[src/rtl/mmio_pkg.sv]
// mmio_pkg: shared constants for the memory-mapped UART transmitter.
//   IO_BASE      base of the IO window the decoder selects with io_select_o
//   REG_*        register index as seen on addr_i[3:2]
//   ST_*         bit positions inside the STATUS register
//   tx_state_e   serialiser FSM states
package mmio_pkg;

    localparam logic [31:0] IO_BASE = 32'hF000_0000;

    localparam logic [1:0] REG_TXDATA = 2'd0;
    localparam logic [1:0] REG_STATUS = 2'd1;
    localparam logic [1:0] REG_BAUD   = 2'd2;
    localparam logic [1:0] REG_RSVD   = 2'd3;

    localparam int ST_BUSY    = 0;
    localparam int ST_FULL    = 1;
    localparam int ST_EMPTY   = 2;
    localparam int ST_OVF     = 3;
    localparam int ST_CNT_LSB = 4;

    typedef enum logic [1:0] {
        TX_IDLE,
        TX_START,
        TX_DATA,
        TX_STOP
    } tx_state_e;

endpackage

[src/rtl/sync_fifo.sv]
// sync_fifo: single-clock FIFO, first-word-fall-through read port.
//   clk, rst_n   clock / async active-low reset
//   push, wdata  write request; ignored while full
//   pop, rdata   read request; ignored while empty; rdata is the head entry
//   full, empty  occupancy flags
//   count        entries held (one bit wider than the pointers)
module sync_fifo #(
    parameter int WIDTH = 8,
    parameter int DEPTH = 8,
    localparam int AW = $clog2(DEPTH),
    localparam int CW = AW + 1
) (
    input  logic             clk,
    input  logic             rst_n,
    input  logic             push,
    input  logic [WIDTH-1:0] wdata,
    input  logic             pop,
    output logic [WIDTH-1:0] rdata,
    output logic             full,
    output logic             empty,
    output logic [CW-1:0]    count
);

    logic [WIDTH-1:0] mem [DEPTH];
    logic [AW-1:0]    wr_ptr, rd_ptr;
    logic             do_push, do_pop;

    assign full    = (count == CW'(DEPTH));
    assign empty   = (count == '0);
    assign do_push = push & ~full;
    assign do_pop  = pop & ~empty;
    assign rdata   = mem[rd_ptr];

    // Storage is not reset; only the pointers define validity.
    always_ff @(posedge clk) begin
        if (do_push) mem[wr_ptr] <= wdata;
    end

    always_ff @(posedge clk or negedge rst_n) begin
        if (!rst_n) begin
            wr_ptr <= '0;
            rd_ptr <= '0;
            count  <= '0;
        end else begin
            if (do_push) wr_ptr <= wr_ptr + AW'(1);
            if (do_pop)  rd_ptr <= rd_ptr + AW'(1);
            count <= count + CW'(do_push) - CW'(do_pop);
        end
    end

endmodule

[src/rtl/uart_tx_mmio.sv]
// uart_tx_mmio: memory-mapped 8N1 UART transmitter with a TX FIFO.
//   clk, rst_n        clock / async active-low reset
//   sel_i             IO window select from the address decoder
//   addr_i            byte address, addr_i[3:2] picks TXDATA/STATUS/BAUD/reserved
//   we_i, re_i        store / load strobes, qualified by sel_i
//   wdata_i           store data
//   rdata_o           load data, registered, valid the cycle after sel_i&re_i
//   tx_o              serial line, idles high
//   irq_o             transmit complete (FIFO empty and FSM idle)
module uart_tx_mmio
    import mmio_pkg::*;
#(
    parameter int FIFO_DEPTH   = 8,
    parameter int CLKS_PER_BIT = 434,
    parameter int DIV_W        = 16
) (
    input  logic        clk,
    input  logic        rst_n,
    input  logic        sel_i,
    input  logic [31:0] addr_i,
    input  logic        we_i,
    input  logic        re_i,
    input  logic [31:0] wdata_i,
    output logic [31:0] rdata_o,
    output logic        tx_o,
    output logic        irq_o
);

    localparam int CW = $clog2(FIFO_DEPTH) + 1;

    logic             wr_en, rd_en;
    logic [1:0]       reg_sel;
    logic             fifo_push, push_ok, fsm_pop;
    logic [7:0]       fifo_rdata;
    logic             fifo_full, fifo_empty;
    logic [CW-1:0]    fifo_count, cnt_nxt;
    logic [DIV_W-1:0] baud_q;
    logic             ovf_q;
    logic [31:0]      rd_mux;
    logic             unused_bits;

    tx_state_e        state_q, state_d;
    logic [DIV_W-1:0] div_cnt_q, div_cnt_d;
    logic [DIV_W-1:0] eff_div_q, eff_div_d;
    logic [2:0]       bit_cnt_q, bit_cnt_d;
    logic [7:0]       shreg_q, shreg_d;
    logic             bit_end;

    assign unused_bits = ^{addr_i, wdata_i};

    assign wr_en     = sel_i & we_i;
    assign rd_en     = sel_i & re_i;
    assign reg_sel   = addr_i[3:2];
    assign fifo_push = wr_en && (reg_sel == REG_TXDATA);
    // Full is sampled before this cycle's pop, so a concurrent pop never rescues the write.
    assign push_ok   = fifo_push & ~fifo_full;

    sync_fifo #(.WIDTH(8), .DEPTH(FIFO_DEPTH)) u_fifo (
        .clk   (clk),
        .rst_n (rst_n),
        .push  (fifo_push),
        .wdata (wdata_i[7:0]),
        .pop   (fsm_pop),
        .rdata (fifo_rdata),
        .full  (fifo_full),
        .empty (fifo_empty),
        .count (fifo_count)
    );

    // Registers: BAUD divider and sticky overflow.
    always_ff @(posedge clk or negedge rst_n) begin
        if (!rst_n) begin
            baud_q <= DIV_W'(CLKS_PER_BIT);
            ovf_q  <= 1'b0;
        end else begin
            if (wr_en && reg_sel == REG_BAUD) baud_q <= wdata_i[DIV_W-1:0];
            if (fifo_push && fifo_full)
                ovf_q <= 1'b1;
            else if (wr_en && reg_sel == REG_STATUS && wdata_i[ST_OVF])
                ovf_q <= 1'b0;
        end
    end

    // Read mux sees pre-write state; the flop holds when no load happens.
    always_comb begin
        rd_mux = '0;
        case (reg_sel)
            REG_STATUS: begin
                rd_mux[ST_BUSY]            = (state_q != TX_IDLE);
                rd_mux[ST_FULL]            = fifo_full;
                rd_mux[ST_EMPTY]           = fifo_empty;
                rd_mux[ST_OVF]             = ovf_q;
                rd_mux[ST_CNT_LSB +: CW]   = fifo_count;
            end
            REG_BAUD: rd_mux[DIV_W-1:0] = baud_q;
            default:  rd_mux = '0;
        endcase
    end

    always_ff @(posedge clk or negedge rst_n) begin
        if (!rst_n)     rdata_o <= '0;
        else if (rd_en) rdata_o <= rd_mux;
    end

    // TX FSM: state register.
    always_ff @(posedge clk or negedge rst_n) begin
        if (!rst_n) begin
            state_q   <= TX_IDLE;
            div_cnt_q <= '0;
            eff_div_q <= DIV_W'(1);
            bit_cnt_q <= '0;
            shreg_q   <= '0;
        end else begin
            state_q   <= state_d;
            div_cnt_q <= div_cnt_d;
            eff_div_q <= eff_div_d;
            bit_cnt_q <= bit_cnt_d;
            shreg_q   <= shreg_d;
        end
    end

    // Each symbol lasts eff_div cycles: div_cnt runs 0 .. eff_div-1.
    assign bit_end = (div_cnt_q == eff_div_q - DIV_W'(1));

    // TX FSM: next-state.
    always_comb begin
        state_d   = state_q;
        div_cnt_d = div_cnt_q;
        eff_div_d = eff_div_q;
        bit_cnt_d = bit_cnt_q;
        shreg_d   = shreg_q;
        case (state_q)
            TX_IDLE: begin
                if (fsm_pop) begin
                    state_d   = TX_START;
                    shreg_d   = fifo_rdata;
                    eff_div_d = (baud_q == '0) ? DIV_W'(1) : baud_q;
                    div_cnt_d = '0;
                end
            end
            TX_START: begin
                if (bit_end) begin
                    state_d   = TX_DATA;
                    div_cnt_d = '0;
                    bit_cnt_d = '0;
                end else begin
                    div_cnt_d = div_cnt_q + DIV_W'(1);
                end
            end
            TX_DATA: begin
                if (bit_end) begin
                    div_cnt_d = '0;
                    shreg_d   = shreg_q >> 1;
                    if (bit_cnt_q == 3'd7) state_d = TX_STOP;
                    else                   bit_cnt_d = bit_cnt_q + 3'd1;
                end else begin
                    div_cnt_d = div_cnt_q + DIV_W'(1);
                end
            end
            TX_STOP: begin
                if (bit_end) begin
                    state_d   = TX_IDLE;
                    div_cnt_d = '0;
                end else begin
                    div_cnt_d = div_cnt_q + DIV_W'(1);
                end
            end
            default: state_d = TX_IDLE;
        endcase
    end

    // TX FSM: outputs. tx_o depends only on flops, so reset forces it high at once.
    always_comb begin
        fsm_pop = (state_q == TX_IDLE) && !fifo_empty;
        case (state_q)
            TX_START: tx_o = 1'b0;
            TX_DATA:  tx_o = shreg_q[0];
            default:  tx_o = 1'b1;
        endcase
    end

    // irq_o is registered from next-state values so it lines up with the state it reports.
    assign cnt_nxt = fifo_count + CW'(push_ok) - CW'(fsm_pop);

    always_ff @(posedge clk or negedge rst_n) begin
        if (!rst_n) irq_o <= 1'b1;
        else        irq_o <= (state_d == TX_IDLE) && (cnt_nxt == '0);
    end

endmodule

[config.mk]
export PLATFORM = sky130hd
export DESIGN_NAME = uart_tx_mmio
export DESIGN_NICKNAME = d
export VERILOG_FILES = /design/src/rtl/mmio_pkg.sv /design/src/rtl/sync_fifo.sv /design/src/rtl/uart_tx_mmio.sv
export SDC_FILE = /design/constraint.sdc
export NUM_CORES = 1
export LEC_CHECK = 0
export ABC_AREA = 1
export CAP_MARGIN = 20
export CORE_MARGIN = 2
export CORE_UTILIZATION = 48
export CTS_CLUSTER_DIAMETER = 50
export DETAILED_ROUTE_END_ITERATION = 6
export PLACE_DENSITY = 0.8
export SLEW_MARGIN = 20
export SYNTH_ARGS = -nofsm -noshare
export SYNTH_HDL_FRONTEND = slang
export SYNTH_SLANG_ARGS = --single-unit
[constraint.sdc]
create_clock -name clk -period 3.3 [get_ports clk]
set_clock_uncertainty 0.2 [all_clocks]
set_input_delay 0.66 -clock clk [delete_from_list [all_inputs] [get_ports clk]]
set_output_delay 0.66 -clock clk [all_outputs]
set_load 0.05 [all_outputs]
# After elaboration in Yosys (flattened, before gate mapping)
# Memory sizes are Yosys's and may differ from the RTL's.
# Index checks and enable logic that the tools add are counted.
[classes] addsub=8 n_eq_ne=12 muxes=24 n_bitwise=6 n_reduce_logical=22
[op_table] op="$mux W16" n=3
[op_table] op="$pmux W16 S2" n=1
[op_table] op="$pmux W8 S2" n=2
[op_table] op="$mux W8" n=3
[op_table] op="$add A16 B1 Y16 const B" n=1
[op_table] op="$eq A16 B16 Y1" n=1
[op_table] op="$logic_not A16 Y1" n=1
[op_table] op="$sub A16 B1 Y16 const B" n=1
[op_table] op="$mux W2" n=5
[op_table] op="$add A3 B1 Y3 const B" n=3
[op_table] op="$mux W3" n=3
[op_table] op="$logic_not A4 Y1" n=2
[op_table] op="$ne A2 B2 Y1 const B" n=4
[op_table] op="$pmux W2 S4" n=1
[op_table] op="$reduce_bool A2 Y1" n=4
[op_table] op="$sub A4 B1 Y4" n=2
[op_table] op="$logic_and A1 B1 Y1" n=7
[op_table] op="$eq A2 B2 Y1 const B" n=3
[op_table] op="$logic_not A2 Y1" n=3
[op_table] op="$pmux W3 S2" n=1
[op_table] op="$add A4 B1 Y4" n=1
[op_table] op="$and A1 B1 Y1" n=4
[op_table] op="$eq A2 B1 Y1 const B" n=2
[op_table] op="$eq A4 B4 Y1 const B" n=1
[op_table] op="other kinds (9)" n=13
[totals] register_bits=89 ram_bits=64 input_bits=69 output_inout_bits=34 elab_cells=85 memories=1
[mem_list] name="u_fifo.mem" depth=8 width=8 rd=1 rd_clocked_by_memory_dff=0 wr=1 line_no="sync_fifo.sv:24" text="logic [WIDTH-1:0] mem [DEPTH];"

# Logic depth before layout (Yosys ltp)
# Gate-level depths: netlist (run 1).
[logic_depth] ltp_word=7 ltp_mapped=15 mapped_depth_nobuf=15

# Hierarchy
# A second synthesis (run 1) with hierarchy kept.
[hier_totals] cells_unflattened=999 area_unflattened_um2=8361.8
[modules_own_cells] mod="uart_tx_mmio" n_inst=1 cells_each=652 area_each_um2=4888.4 seq_area_each_um2=1985.7
[modules_own_cells] mod="sync_fifo" n_inst=1 cells_each=347 area_each_um2=3473.3 seq_area_each_um2=2172.1

# Worst setup path after synthesis (run 1)
# No wires, ideal clock.
[synth_path] path_type="input -> register" from="input addr_i[2]" to="register irq_o" setup_ns=0.067 arrival_ns=2.344 required_time_ns=3.033 path_slack_ns=0.689 stages=14 path_buffers=0 path_cell_list="inv_1 ha_1 inv_1 nor2_1 nand2_1 inv_1 ha_1 ha_1 inv_1 ha_1 xor2_1 nor3_1 nand3_1 nor2_1"
[synth_between] elab_chain_len=7
[synth_rtl] item="from (decl)" line_no="uart_tx_mmio.sv:20" text="input logic [31:0] addr_i,"
[synth_rtl] item="$logic_not A2 Y1" line_no="uart_tx_mmio.sv:54" text="assign fifo_push = wr_en && (reg_sel == REG_TXDATA);"
[synth_rtl] item="$logic_and A1 B1 Y1" line_no="uart_tx_mmio.sv:54"
[synth_rtl] item="$and A1 B1 Y1" line_no="uart_tx_mmio.sv:56" text="assign push_ok = fifo_push & ~fifo_full;"
[synth_rtl] item="via push_ok" line_no="uart_tx_mmio.sv:33" text="logic fifo_push, push_ok, fsm_pop;"
[synth_rtl] item="$add A4 B1 Y4" line_no="uart_tx_mmio.sv:183" text="assign cnt_nxt = fifo_count + CW'(push_ok) - CW'(fsm_pop);"
[synth_rtl] item="$sub A4 B1 Y4" line_no="uart_tx_mmio.sv:183"
[synth_rtl] item="$logic_not A4 Y1" line_no="uart_tx_mmio.sv:187" text="else irq_o <= (state_d == TX_IDLE) && (cnt_nxt == '0);"
[synth_rtl] item="$logic_and A1 B1 Y1" line_no="uart_tx_mmio.sv:187"
[synth_rtl] item="to (signal assigned)" line_no="uart_tx_mmio.sv:187"
[synth_rtl] item="to (decl)" line_no="uart_tx_mmio.sv:26" text="output logic irq_o"
# The timed path passes the listed nets, and every way through them passes these cells.
# A chain may end at the register's enable or synchronous reset.

# Worst setup path in the final report (run 1)
[layout_path] from="register state_q[1]" to="output tx_o"
[layout_between] elab_chain_len=2 elab_cells_between_ends=3 cone_classes="2 x eq/ne; 1 x mux"
[layout_rtl] item="from (decl)" line_no="uart_tx_mmio.sv:42" text="tx_state_e state_q, state_d;"
[layout_rtl] item="from (signal assigned)" line_no="uart_tx_mmio.sv:114" text="state_q <= state_d;"
[layout_rtl] item="$eq A2 B2 Y1 or $eq A2 B1 Y1 (tied branches)" line_no="uart_tx_mmio.sv:175" text="case (state_q)"
[layout_rtl] item="$pmux W1 S2 (*)" line_no="uart_tx_mmio.sv:175"
[layout_rtl] item="to (decl)" line_no="uart_tx_mmio.sv:25" text="output logic tx_o,"
# Mark *: on every way between the ends. The rest lies on a longest branch, timed or not.

==> results of run 1 <==
worst max path at each step:
stage / startpoint / to / slack [ns] / cells after the start
2_1_floorplan: addr_i[2] / irq_o / 0.69 / 14
3_3_place_gp: addr_i[2] / irq_o / 0.002 / 15
3_5_place_dp: addr_i[2] / irq_o / -0.08 / 15
4_1_cts: state_q[0] / tx_o / 0.14 / 4
5_1_grt: state_q[1] / tx_o / 0.03 / 5
6_report: state_q[1] / tx_o / 0.17 / 5
power by group:
| part | switching (mW) | total (mW) | leakage, nW | internal [mW] |
|---|---|---|---|---|
| sequential | 0.364 | 2.70 | 1.67 | 2.33 |
| clock | 0.851 | 1.99 | 0.292 | 1.14 |
| combinational | 1.62 | 2.46 | 2.07 | 0.834 |
| total | 2.84 | 7.15 | 4.03 | 4.31 |
per-layer routing:
metal,global-route usage (%),vias up,share of wire (%)
met5,0,-,0
met4,7.885,0,2.0
met3,4.153,32,5.4
met2,35.36,202,49
met1,28.88,2843,44
li1,-,2928,-
layout make-up:
class / instances / area [um^2] / area share, %
flip-flops and latches: 153 / 4158 / 46.20
multi-input cells: 595 / 3083 / 34.26
repair buffers: 61 / 568.0 / 6.313
clock buffers: 17 / 425.4 / 4.727
inverters: 85 / 319.1 / 3.546
well taps: 216 / 270.3 / 3.003
clock inverters: 15 / 175.2 / 1.947
sequential cells by signal, indices dropped and copies added, names as in the netlist, 4 cells and up:
signal,count
div_cnt_q,16
rdata_o,16
eff_div_q,16
shreg_q,8
u_fifo.mem,64
baud_q,16
u_fifo.count,4
layout by cell type, fill, tap and decap left out, drive strengths merged, types with 17 or more instances in the layout:
cell	n
nand2	215
nor2	115
inv	94
dfrtp	82
edfxtp	64
o21ai	62
nand3	49
clkdlybuf4s50	39
o22ai	29
buf	22
xor2	20
clkbuf	17
critical path: stages, from the launching register on:
cell and delay, ns:
dfrtp_1 0.40, inv_1 0.05, nor2_1 0.37, nand2_1 0.09, nand2_1 0.12, clkdlybuf4s50_1 0.81
stage by stage:
stage | cells | util [%] | worst slack [ns]
global route | 1142 | 56.85 | 0.03378
global placement | 1110 | 53.06 | 0.002354
finish | 1142 | 56.85 | 0.1725
detailed placement | 1110 | 53.06 | -0.07865
floorplan | 875 | - | 0.6890
CTS | 1142 | 56.85 | 0.1434
kinds of logic after synthesis:
family	synth area share (%)
xor+xnor	3.171
other cells	0.04848
buf+inv	7.117
fa+ha+maj	2.265
simple gates	23.57
compound gates	10.08
flops	53.75
==> results.txt, run 1 <==
----------------------------------------------------
[Clock tree]
  Number of buffers added for setup after CTS ... 0
  Deepest level of the CTS H-tree ... 4
  Clk_lat worst skew ... 0.43 ns
  Number of buffers created by CTS ... 17
  Deepest clock path buffer count ... 2
  Clock sink count ... 153
  CTS root buffer ... clkbuf_16
  Post-CTS Hold Fix Bufs ... 0
  Resized Gates After CTS ... 0
  Clock tree from TritonCTS ... yes
  Clock transition at the registers of the reported paths ... around 0.060 ns

[Cells and area]
  Fraction of final layout cells sized beyond drive strength 1 ... 11.02%
  Area overhead of the layout relative to synthesis ... 16.34%
  Filler cells ... between 1000 and 1500
  Final std cell area, no fill ... around 9000 um^2
  Antenna Cells ... 0
  Net total in the final layout ... ~1000

[Critical path]
  Arrival time at the worst endpoint ... ~2.3 ns
  Kind of end point of the critical path ... output pin
  Maximum fanout count along the critical path ... 6
  Critical Path Start Type ... register
  R2R Path End ... div_cnt_q[14]
  Worst R2R Start ... eff_div_q[0]
  Critical path class ... register to output pin
  Critical path data required time ... about 2.4 ns
  Logic depth of the worst register-to-register path ... 13
  Register-to-register path setup slack ... around 0.56 ns

[Drt]
  Drt first pass iters ... 5
  Post-DRT Antenna Nets ... 0
  Number of remaining DRC errors ... 0
  Via count of the routed design ... approximately 6000
  DRT iter0 DRCs ... approximately 480
  Wirelength, routed ... between 15000 and 20000 um
  Mean number of vias per cell ... between 5 and 6
  Routed WL per cell ... ~15 um

[Global route]
  Global route total overflow ... 0
  Wire length of the first global-routing pass ... 28370 um
  Maximum number of pins on one net before global-route repair ... 46
  GRT Util Overall ... between 20% and 30%
  Antenna violations before repair ... 0
  Via count of the first global-routing pass ... roughly 5700

[Placement]
  Port Buffers ... 40
  RePlAce Congestion ... about 0.92
  DP Wirelength ... about 12000 um
  Placement Cell Area ... roughly 8400 um^2

[Timing]
  Worst Max-Slew Pin Slew ... around 0.61 ns
  Highest clock frequency the design can meet ... approximately 0.32 GHz
  Worst hold margin ... 0.03818 ns
  Total negative slack ... 0 ns
  Final Hold Fails ... 0
  Final worst path period share ... a little over nine tenths
  Remaining max-slew budget at the tightest pin ... between 50% and 60%
  Min Tclk post-route ... between 3 and 4 ns
  Final Setup Violations ... 0
  Setup repair after global routing missed its margin ... false
  Final-report max-slew violation count ... 0

[Synthesis]
  Sequential share of the synthesized area ... about 54%
  Number of synthesized flops with an enable pin ... 64
  Fraction of synthesis flops using an asynchronous set or reset pin ... between 50% and 60%
  Total of flip-flops plus latches after synthesis ... between 150 and 200
  Leading register cell type out of synthesis ... dfrtp_1
  Syn_area_per_cell ... between 8 and 9 um^2
  Top cell type's share of synthesized area ... between 20% and 30%
  Library cell with the highest instance count after synthesis ... nand2_1
  Post-synthesis instance area ... just under 8000 um^2
  List of most frequent post-synthesis cells ... nand2_1 (203), nor2_1 (103), inv_1 (83)
  Count of warnings emitted by yosys ... 0
  Largest cells by area after synthesis ... dfrtp_1 (27%), edfxtp_1 (25%), nand2_1 (9.9%), nor2_1 (5.0%), inv_1 (4.0%)
  Most area-hungry cell type in the Yosys netlist ... dfrtp_1
  Post-synthesis instance total ... between 800 and 900
  Number of distinct standard cells referenced by the synthesized netlist ... 41

[Run]
  Maximum capacitance violations ... 0

[Floorplan]
  Placeable core region ... between 15000 and 20000 um^2
  Die H ... roughly 130 um
  Overall die area ... about 17000 um^2
  Starting density of the core ... slightly below 50%
  X dimension of the die ... ~130 um
  Std cell rows ... 46
  I/O pins ... about 100

[Power and ir drop]
  Cell Pwr Density ... 794.4 nW/um^2
  Static leakage ... just over 4 nW
  Peak ir drop on the vdd network ... between 0.4 and 0.5 mV
  Pwr Total ... just over 7 mW

[Hold path]
  Classification of the worst-slack hold path ... input port to asynchronous set/reset pin

[Status]
  Outcome ... finished, final reports clean

----------------------------------------------------
No activity file was read; power rests on OpenSTA's default activity.
==> run 2: changes to the inputs <==
--- a/config.mk
+++ b/config.mk
@@ -6,13 +6,15 @@
 export NUM_CORES = 1
 export LEC_CHECK = 0
 export ABC_AREA = 1
+export ABC_CLOCK_PERIOD_IN_PS = 3300
 export CAP_MARGIN = 20
 export CORE_MARGIN = 2
 export CORE_UTILIZATION = 48
 export CTS_CLUSTER_DIAMETER = 50
 export DETAILED_ROUTE_END_ITERATION = 6
-export PLACE_DENSITY = 0.8
+export PLACE_DENSITY = 0.79
 export SLEW_MARGIN = 20
 export SYNTH_ARGS = -nofsm -noshare
 export SYNTH_HDL_FRONTEND = slang
+export SYNTH_HIERARCHICAL = 1
 export SYNTH_SLANG_ARGS = --single-unit
==> results.txt, run 2 <==
----------------------------------------------------
[Status]
  Outcome ... finished, final reports clean

[Cells and area]
  Filler-free cell count of the finished design ... about 1300
  Net total in the final layout ... 1141
  Top library cells by usage in the layout, fill and taps aside ... nand2_1 (312), inv_1 (156), dfrtp_1 (82)
  Antenna Cells ... 0
  Max reg flops ... between 60 and 70
  Top reg by flops ... u_fifo/mem
  Area overhead of the layout relative to synthesis ... 14.42%
  Most frequent standard cell in the layout excluding fill and tap cells ... nand2_1
  Final std cell area, no fill ... around 9600 um^2
  Fraction of the core area covered by cells at the end of the flow ... around 56%
  Fraction of final layout cells sized beyond drive strength 1 ... a little under an eighth

[Synthesis]
  Number of distinct standard cells referenced by the synthesized netlist ... 43
  Total of flip-flops plus latches after synthesis ... 153
  Top cell type's share of synthesized area ... between 20% and 30%
  Syn_area_per_cell ... between 8 and 9 um^2
  Largest cells by area after synthesis ... dfrtp_1 (25%), edfxtp_1 (23%), nand2_1 (14%), inv_1 (7.0%), nand3_1 (4.6%)
  Leading register cell type out of synthesis ... dfrtp_1
  Most area-hungry cell type in the Yosys netlist ... dfrtp_1
  Count of warnings emitted by yosys ... 6
  List of most frequent post-synthesis cells ... nand2_1 (312), inv_1 (156), dfrtp_1 (82)
  Post-synthesis instance area ... 8362 um^2
  Sequential share of the synthesized area ... between 40% and 50%
  Post-synthesis instance total ... approximately 1000
  Library cell with the highest instance count after synthesis ... nand2_1
  Number of synthesized flops with an enable pin ... 64
  Fraction of synthesis flops using an asynchronous set or reset pin ... 58.17%

[Power and ir drop]
  Static leakage ... ~4.5 nW
  Cell Pwr Density ... 518.4 nW/um^2
  Peak ir drop on the vdd network ... about 0.45 mV

[Drt]
  Post-DRT Antenna Nets ... 0
  Number of remaining DRC errors ... 0
  Mean number of vias per cell ... about 5
  Detailed-routing wirelength on met1 ... between 7000 and 8000 um
  Wirelength, routed ... around 17000 um
  WL met3 ... approximately 970 um
  Drt first pass iters ... 5
  Met2 layer wire length in the routed design ... 8204 um
  Routed WL per cell ... between 10 and 15 um
  DRT iter0 DRCs ... 573
  Highest layer used for signal routing ... met4
  Via count of the routed design ... 6430

[Timing]
  Highest clock frequency the design can meet ... roughly 0.34 GHz
  Total negative slack ... 0 ns
  Min Tclk post-route ... a little under 3 ns
  Final-report max-slew violation count ... 0
  Final Setup Violations ... 0
  Worst Max-Slew Pin Slew ... 0.7329 ns
  Setup repair after global routing missed its margin ... false
  Remaining max-slew budget at the tightest pin ... 51.14%
  Final worst path period share ... 88.69%
  Final Hold Fails ... 0

[Critical path]
  Critical Path Start Type ... register
  Critical path class ... register to register
  Register-to-register path setup slack ... approximately 0.37 ns
  Critical path destination ... irq_o
  Arrival time at the worst endpoint ... between 3 and 4 ns
  Critical path data required time ... around 3.5 ns
  CP Launch Point ... u_fifo/count[2]
  Worst R2R Start ... u_fifo/count[2]
  Kind of end point of the critical path ... register
  R2R Path End ... irq_o
  Maximum fanout count along the critical path ... 3
  Logic depth of the worst register-to-register path ... 15

[Floorplan]
  Starting density of the core ... 48.68%
  X dimension of the die ... between 100 and 150 um
  Placeable core region ... ~17000 um^2
  I/O pins ... approximately 100
  Std cell rows ... 48
  Overall die area ... 18490 um^2
  Die H ... between 100 and 150 um

[Global route]
  Antenna violations before repair ... 0
  Maximum number of pins on one net before global-route repair ... 41
  Wire length of the first global-routing pass ... between 20000 and 30000 um
  Global route total overflow ... 0
  GRT Util Overall ... around 20%
  Via count of the first global-routing pass ... 5937

[Placement]
  Placement Cell Area ... about 9000 um^2
  DP Wirelength ... approximately 12000 um
  Port Buffers ... 40
  Number of placed instances with taps included ... around 1300
  RePlAce Congestion ... slightly below 0.9

[Clock tree]
  Clk_lat worst skew ... around 0.42 ns
  Post-CTS Hold Fix Bufs ... 0
  Resized Gates After CTS ... 0
  Number of buffers added for setup after CTS ... 0
  Deepest clock path buffer count ... 2
  Clock transition at the registers of the reported paths ... 0.06 ns
  Number of buffers created by CTS ... 17
  Clock tree from TritonCTS ... yes
  Deepest level of the CTS H-tree ... 4
  CTS root buffer ... clkbuf_16
  Clock sink count ... 153

[Hold path]
  Classification of the worst-slack hold path ... input port to asynchronous set/reset pin

[Run]
  Maximum capacitance violations ... 0

----------------------------------------------------
run 2: through the flow:
stage / hold WS, ns / power, mW / worst slack [ns]
2_1_floorplan: 0.1644 / 2.794 / 0.2202
3_3_place_gp: 0.2561 / 3.004 / 0.1571
3_5_place_dp: 0.2632 / 3.030 / 0.06854
4_1_cts: 0.02652 / 4.985 / 0.3711
5_1_grt: 0.04812 / 5.199 / 0.1526
6_report: 0.01898 / 4.960 / 0.3732
run 2: final cells by class:
class,instances,area [um^2]
Sequential cell,153,4158
Inverter,163,616.8
Clock buffer,22,506.7
Multi-Input combinational cell,657,3362
Clock inverter,10,105.1
Timing Repair Buffer,59,538.0
Fill cell,1471,7609
Tap cell,225,281.5
run 2: cells by family after synthesis:
| kind of cell | share of synthesized area [%] |
|---|---|
| AO/OA/AOI/OAI | 6.360 |
| XOR/XNOR | 2.723 |
| adder cells (fa/ha/maj) | 3.322 |
| buffers and inverters | 10.77 |
| flip-flops | 49.72 |
| multiplexers | 0.4040 |
| other | 0.04485 |
| AND/OR/NAND/NOR | 26.65 |
run 2: worst min path at each step:
stage                           from             to  slack (ns)  cells past startpoint
after floorplan                rst_n      baud_q[0]        0.16                      0
after global placement    shreg_q[7]     shreg_q[7]        0.26                      2
after detailed placement  shreg_q[7]     shreg_q[7]        0.26                      2
after CTS                      rst_n    rdata_o[14]        0.03                      1
after global routing           rst_n  eff_div_q[14]        0.05                      1
final                          rst_n  eff_div_q[14]        0.02                      1
run 2: per-layer routing:
layer | track usage [%] | up-vias
li1 | - | 3230
met1 | 27.12 | 2991
met2 | 30.98 | 187
met3 | 4.437 | 22
met4 | 7.118 | 0
met5 | 0 | -
run 2: worst max-delay path, stage by stage, from the launching register on:
cell	delay (ns)
dfrtp_1	0.40
inv_1	0.11
ha_1	0.16
nand3_1	0.13
inv_1	0.11
nor2_2	0.05
ha_1	0.29
inv_1	0.06
ha_1	0.16
inv_1	0.05
fa_1	0.48
nand3_1	0.07
nor4_1	0.20
buf_4	0.18
nand4_1	0.10
nor2_1	0.10
run 2: power by group:
group	switching (mW)	leakage, nW	internal, mW
combinational	0.484	2.54	0.275
clock	0.778	0.296	1.18
sequential	0.115	1.64	2.13
total	1.38	4.48	3.58
